**src/rtl/mac_datapath_if.sv**
```systemverilog
`default_nettype none
// ============================================================================
// Module      : mac_datapath_if
// Description : Bus bundle between the MAC controller/host and mac_datapath.
//               Carries the operand write port, the job configuration, the
//               per-cycle control strobes and the published result.
//               master : controller/host side (drives strobes, reads result)
//               slave  : datapath side
// Revision    : 1.0 - initial release
// ============================================================================
interface mac_datapath_if #(
    parameter int WIDTH  = 8,
    parameter int ADDR_W = 4
) ();

    localparam int ACC_W = 2 * WIDTH + ADDR_W;

    // Operand write port
    logic                wr_en;
    logic [ADDR_W-1:0]   wr_addr;
    logic [WIDTH-1:0]    wr_data_a;
    logic [WIDTH-1:0]    wr_data_b;

    // Job configuration and control strobes
    logic [ADDR_W:0]     cfg_len;
    logic                start;
    logic                load_a;
    logic                load_b;
    logic                count_enable;
    logic                load_m;
    logic                load_acc;
    logic                load_out;

    // Status and result
    logic                cmp;
    logic [ACC_W-1:0]    result;
    logic                result_valid;
    logic [ADDR_W:0]     count;

    modport master (
        output wr_en, wr_addr, wr_data_a, wr_data_b,
        output cfg_len, start, load_a, load_b, count_enable,
        output load_m, load_acc, load_out,
        input  cmp, result, result_valid, count
    );

    modport slave (
        input  wr_en, wr_addr, wr_data_a, wr_data_b,
        input  cfg_len, start, load_a, load_b, count_enable,
        input  load_m, load_acc, load_out,
        output cmp, result, result_valid, count
    );

endinterface
`default_nettype wire

```
**src/rtl/mac_datapath.sv**
```systemverilog
`default_nettype none
// ============================================================================
// Module      : mac_datapath
// Description : Arithmetic/storage half of the multiply-accumulate unit.
//               Holds operand vectors A and B, fetches one element pair per
//               term under controller strobes, multiplies, accumulates and
//               publishes the dot product.
// Ports       : clk  - clock, all state on rising edge
//               rst  - synchronous active-high reset
//               bus  - mac_datapath_if.slave (write port, cfg_len, start,
//                      load_a/load_b/count_enable/load_m/load_acc/load_out,
//                      cmp, result, result_valid, count)
// Revision    : 1.0 - initial release
// ============================================================================
module mac_datapath #(
    parameter int WIDTH  = 8,
    parameter int ADDR_W = 4
) (
    input  logic            clk,
    input  logic            rst,
    mac_datapath_if.slave   bus
);

    localparam int DEPTH  = 1 << ADDR_W;
    localparam int IDX_W  = ADDR_W + 1;
    localparam int PROD_W = 2 * WIDTH;
    localparam int ACC_W  = 2 * WIDTH + ADDR_W;

    localparam logic [IDX_W-1:0] C_DEPTH = IDX_W'(DEPTH);
    localparam logic [IDX_W-1:0] C_ONE   = IDX_W'(1);

    // Operand storage (no reset)
    logic [WIDTH-1:0]  r_mem_a [DEPTH];
    logic [WIDTH-1:0]  r_mem_b [DEPTH];

    logic [IDX_W-1:0]  r_idx;
    logic [WIDTH-1:0]  r_a_reg;
    logic [WIDTH-1:0]  r_b_reg;
    logic [PROD_W-1:0] r_m_reg;
    logic [ACC_W-1:0]  r_acc;
    logic [ACC_W-1:0]  r_result;
    logic              r_result_valid;

    logic [IDX_W-1:0]  w_len_eff;
    logic [ADDR_W-1:0] w_rd_addr;

    assign w_rd_addr = r_idx[ADDR_W-1:0];

    // Both arrays share one write address. Reads elsewhere sample the array
    // through non-blocking updates, so a same-cycle read sees the old word.
    always_ff @(posedge clk) begin
        if (bus.wr_en) begin
            r_mem_a[bus.wr_addr] <= bus.wr_data_a;
            r_mem_b[bus.wr_addr] <= bus.wr_data_b;
        end
    end

    // Clamp the requested length into 1..DEPTH. cfg_len is quasi-static
    // configuration held for the whole job.
    always_comb begin
        w_len_eff = bus.cfg_len;
        if (bus.cfg_len == '0) begin
            w_len_eff = C_ONE;
        end else if (bus.cfg_len > C_DEPTH) begin
            w_len_eff = C_DEPTH;
        end
    end

    always_ff @(posedge clk) begin
        if (rst) begin
            r_idx          <= '0;
            r_a_reg        <= '0;
            r_b_reg        <= '0;
            r_m_reg        <= '0;
            r_acc          <= '0;
            r_result       <= '0;
            r_result_valid <= 1'b0;
        end else if (bus.start) begin
            // A new job drops any partial sum; operands and the last
            // published result are left untouched.
            r_idx          <= '0;
            r_m_reg        <= '0;
            r_acc          <= '0;
            r_result_valid <= 1'b0;
        end else begin
            if (bus.load_a) begin
                r_a_reg <= r_mem_a[w_rd_addr];
            end
            if (bus.load_b) begin
                r_b_reg <= r_mem_b[w_rd_addr];
            end
            // Saturate at DEPTH so cmp cannot fall back low on overrun.
            if (bus.count_enable && (r_idx < C_DEPTH)) begin
                r_idx <= r_idx + C_ONE;
            end
            if (bus.load_m) begin
                r_m_reg <= PROD_W'(r_a_reg) * PROD_W'(r_b_reg);
            end
            if (bus.load_acc) begin
                r_acc <= r_acc + ACC_W'(r_m_reg);
            end
            if (bus.load_out) begin
                r_result <= r_acc;
            end
            r_result_valid <= bus.load_out;
        end
    end

    assign bus.cmp          = (r_idx >= w_len_eff);
    assign bus.result       = r_result;
    assign bus.result_valid = r_result_valid;
    assign bus.count        = r_idx;

endmodule
`default_nettype wire

```
**src/flat_wrapper.sv**
```systemverilog
// flat-port wrapper written by rule: the top's interface ports become plain ports
module mac_datapath_flat 
#(
    parameter int WIDTH  = 8,
    parameter int ADDR_W = 4
)
  (clk, rst, bus_wr_en, bus_wr_addr, bus_wr_data_a, bus_wr_data_b, bus_cfg_len, bus_start, bus_load_a, bus_load_b, bus_count_enable, bus_load_m, bus_load_acc, bus_load_out, bus_cmp, bus_result, bus_result_valid, bus_count);
  mac_datapath_if #(.WIDTH(WIDTH), .ADDR_W(ADDR_W)) bus_i ();
  input  logic clk;
  input  logic rst;
  input wire logic [$bits(bus_i.wr_en)-1:0] bus_wr_en;
  input wire logic [$bits(bus_i.wr_addr)-1:0] bus_wr_addr;
  input wire logic [$bits(bus_i.wr_data_a)-1:0] bus_wr_data_a;
  input wire logic [$bits(bus_i.wr_data_b)-1:0] bus_wr_data_b;
  input wire logic [$bits(bus_i.cfg_len)-1:0] bus_cfg_len;
  input wire logic [$bits(bus_i.start)-1:0] bus_start;
  input wire logic [$bits(bus_i.load_a)-1:0] bus_load_a;
  input wire logic [$bits(bus_i.load_b)-1:0] bus_load_b;
  input wire logic [$bits(bus_i.count_enable)-1:0] bus_count_enable;
  input wire logic [$bits(bus_i.load_m)-1:0] bus_load_m;
  input wire logic [$bits(bus_i.load_acc)-1:0] bus_load_acc;
  input wire logic [$bits(bus_i.load_out)-1:0] bus_load_out;
  output wire logic [$bits(bus_i.cmp)-1:0] bus_cmp;
  output wire logic [$bits(bus_i.result)-1:0] bus_result;
  output wire logic [$bits(bus_i.result_valid)-1:0] bus_result_valid;
  output wire logic [$bits(bus_i.count)-1:0] bus_count;
  assign bus_i.wr_en = bus_wr_en;
  assign bus_i.wr_addr = bus_wr_addr;
  assign bus_i.wr_data_a = bus_wr_data_a;
  assign bus_i.wr_data_b = bus_wr_data_b;
  assign bus_i.cfg_len = bus_cfg_len;
  assign bus_i.start = bus_start;
  assign bus_i.load_a = bus_load_a;
  assign bus_i.load_b = bus_load_b;
  assign bus_i.count_enable = bus_count_enable;
  assign bus_i.load_m = bus_load_m;
  assign bus_i.load_acc = bus_load_acc;
  assign bus_i.load_out = bus_load_out;
  assign bus_cmp = bus_i.cmp;
  assign bus_result = bus_i.result;
  assign bus_result_valid = bus_i.result_valid;
  assign bus_count = bus_i.count;
  mac_datapath #(.WIDTH(WIDTH), .ADDR_W(ADDR_W)) u_core (.clk(clk), .rst(rst), .bus(bus_i));
endmodule
```
**config.mk**
```make
export PLATFORM = sky130hd
export DESIGN_NAME = mac_datapath_flat
export DESIGN_NICKNAME = d
export VERILOG_FILES = /design/src/rtl/mac_datapath_if.sv /design/src/rtl/mac_datapath.sv /design/src/flat_wrapper.sv
export SDC_FILE = /design/constraint.sdc
export NUM_CORES = 1
export LEC_CHECK = 0
export CORE_UTILIZATION = 63
export DETAILED_ROUTE_END_ITERATION = 12
export GPL_TIMING_DRIVEN = 0
export PLACE_DENSITY_LB_ADDON = 0.08
export SLEW_MARGIN = 20
export SYNTH_ARGS = -nofsm -noshare
export SYNTH_HDL_FRONTEND = slang
export SYNTH_SLANG_ARGS = --single-unit
```
**constraint.sdc**
```tcl
create_clock -name clk -period 8.1 [get_ports clk]
set_clock_uncertainty 0.05 [all_clocks]
set_input_delay 2.025 -clock clk [delete_from_list [all_inputs] [get_ports clk]]
set_output_delay 2.025 -clock clk [all_outputs]
set_load 0.005 [all_outputs]
```
==> key figures <==
Clock tree
  – Post-CTS setup buffer count: 0
  – Clock Tree Buf Depth: 3
  – H-Tree Depth: 2
  – Worst-Skew Late Latency: 0.53 ns
  – Resize count post-CTS: 0
  – CTS clk-pin slew, worst paths: 0.05 ns
  – Hold-fix buffers, CTS: 0
  – CTS tree: yes
  – Clock Sinks: 334
  – CTS root buffer: clkbuf_16
  – Num CTS Buffers: 35

Floorplanning
  – Boundary pin count: 62
  – Core outline area: 23680 µm²
  – Die Ht: 158.2 µm
  – Die area: 25030 µm²
  – Starting Density: 0.6492
  – Die width: 158.2 µm
  – # rows: 56

Routing
  – Post-Route WL: 34720 µm
  – Residual DRC count: 0
  – DRT Pass-1 Iters: 4
  – Via count: 9167
  – Routed len/inst: 23.05 µm
  – Final ANT Viol Nets: 0
  – Vias/cell: 6.087
  – Iteration-0 DRC Markers: 664

Synth
  – Sequential element share of the synthesized area: 0.6016
  – Synth top area share: 0.5000
  – Distinct cells, synth: 50
  – Synth Register Bits: 334
  – Mapped Cells: 1048
  – Ys async rst share: 0
  – Post-synth EDFFs: 256
  – Syn Nets: 1178
  – Yosys warnings: 0
  – Syn_area_per_cell: 14.67 µm²
  – Area leader, netlist: edfxtp_1
  – Synth area leaders: edfxtp_1 (50%), mux4_2 (12%), dfxtp_1 (10%)
  – Cell area after synthesis: 15370 µm²
  – Top_reg_cell synth: edfxtp_1

Critical path
  – Family with the most delay on the worst path: buffers and inverters
  – Worst path bufs/invs: 2
  – Cells along the critical path: clkdlybuf4s50_1, nor3_1, nor2_1, nor2_1, ha_1, nand2b_1, a21o_1, a21oi_1, nor2b_1, o21ai_0, nand2b_1, clkdlybuf4s50_1
  – Crit path capture type: output pin
  – CP startpoint: bus_cfg_len[3]
  – Critical-path maximum fanout: 2
  – CP max stage delay: 0.44 ns
  – Critical Path RT: 6.03 ns
  – RR Startpoint: u_core.r_a_reg[5]
  – WS Path Type: in -> out
  – Worst EP arrival: 4.21 ns
  – Crit-path slowest cell: clkdlybuf4s50_1
  – Critical Path Start Type: input port

Final layout
  – Largest regs: u_core.r_mem_a: 128 flops, u_core.r_mem_b: 128 flops
  – Nets: 1291
  – P&R area growth vs syn: 15.31%
  – Most frequent cells in the layout: edfxtp_1 (256), nand2_1 (108), mux4_2 (80)
  – Filler Cell Count: 1536
  – Layout cell share with drive strength beyond 1: 0.1441
  – Antenna fix cells: 0
  – Commonest non-fill, non-tap cell in the layout: edfxtp_1

Power and ir drop
  – Peak VDD IR: 0.1982 mV
  – Leakage power total: 6.362 nW
  – Power Density: 204.5 nW/µm²

STA
  – Final setup fails: 0
  – Final min period: 6.282 ns
  – Hold_ws: 0.4001 ns
  – TNS Setup: 0 ns
  – Slew @ Worst Pin: 0.9997 ns
  – Max_slew headroom: 0.3335
  – Fmax achieved: 159.2 MHz
  – Period utilization: 0.7756
  – Final Hold Fails: 0
  – Max-slew violations: 0
  – RSZ-0062 raised after global routing: no

GRT
  – Aggregate global routing overflow: 0
  – First-pass GRT wire length: 52350 µm
  – GRT Total Usage: 0.2922
  – Vias in the first global route: 9200
  – Largest net degree at the start of global routing: 17
  – Initial antenna violation count: 0

Job
  – Max cap viols: 0

Status
  – Status: finished clean

Worst hold path
  – Hold Path Class: reg -> reg
  – Hold Path Origin: u_core.bus.result[11]

Placement
  – Final GP Congestion: 0.8970
  – Buffers on Ports: 60
  – HPWL Detailed: 22680 µm
## where the power goes
group	total, mW	switching, mW	internal, mW
Sequential	1.89	0.0173	1.88
Combinational	0.183	0.105	0.0784
Clock	1.55	0.644	0.904
## cell type report
| cell class | instances | area (µm²) | share of cell area |
|---|---|---|---|
| clock inverters | 15 | 182.7 | 0.01030 |
| multi-input cells | 611 | 5764 | 0.3251 |
| inverters | 58 | 217.7 | 0.01228 |
| repair buffers | 76 | 777.0 | 0.04383 |
| plain buffers | 45 | 214.0 | 0.01207 |
| clock buffers | 48 | 924.6 | 0.05216 |
| flip-flops and latches | 334 | 9249 | 0.5217 |
| well taps | 319 | 399.1 | 0.02251 |
## logic make-up after synthesis
family / share of synthesized area
fa+ha+maj: 0.09538
buf+inv: 0.02808
mux: 0.1296
flops: 0.6016
compound gates: 0.04736
xor+xnor: 0.01709
simple gates: 0.08089
## through the flow
stage	setup WS [ns]	cells	total power, mW	util	area (µm²)
after floorplan	2.817	1048	2.025	-	15370
after global placement	1.815	1427	2.099	0.6914	16370
after detailed placement	1.810	1443	2.110	0.7018	16620
after CTS	1.796	1506	3.642	0.7486	17730
after global routing	1.605	1506	3.721	0.7486	17730
final	1.818	1506	3.625	0.7486	17730
## path summary, 6_finish.rpt
path	to	slack, ns	cells past startpoint
max	bus_cmp	1.82	12
min	u_core.bus.result[11]	0.40	2
max reg2reg	u_core.r_m_reg[13]	3.40	17
min reg2reg	u_core.bus.result[11]	0.40	2
## synthesized netlist by cell type (4+ instances only)
| cell type | instances |
|---|---|
| mux4_2 | 80 |
| buf_2 | 6 |
| and2_1 | 47 |
| a211oi_1 | 8 |
| xnor2_1 | 15 |
| ha_1 | 58 |
| nor2b_1 | 8 |
| xor2_1 | 15 |
| buf_6 | 4 |
| fa_1 | 37 |
| o211ai_1 | 5 |
| buf_1 | 10 |
| o21ai_0 | 21 |
| nand2_1 | 108 |
| nand3b_1 | 7 |
| edfxtp_1 | 256 |
| dfxtp_1 | 78 |
| clkbuf_1 | 23 |
| nand2b_1 | 14 |
| nor3_1 | 8 |
| nand3_1 | 5 |
| inv_1 | 58 |
| nor2_1 | 59 |
| a21o_1 | 7 |
| mux2i_1 | 18 |
| a21oi_1 | 57 |
## layer usage
layer	routed length (µm)	global-route usage	up-vias
met5	0	0	-
met4	1067	0.1016	0
met3	2426	0.05502	73
met2	17590	0.5025	395
met1	13630	0.3728	4604
li1	-	-	4095
## worst reg2reg max path: stages (launching register included)
cell and delay [ns]:
dfxtp_1 0.32, clkbuf_1 0.34, nand2_1 0.13, fa_1 0.48, fa_1 0.54, inv_1 0.06
fa_1 0.54, inv_1 0.06, fa_1 0.52, inv_1 0.04, ha_1 0.34, a21oi_1 0.14
nor2b_1 0.08, nor3_1 0.33, o21ai_0 0.15, o21ai_0 0.12, xor2_1 0.23, a21oi_1 0.10
Power figures use the tool's default switching activity.
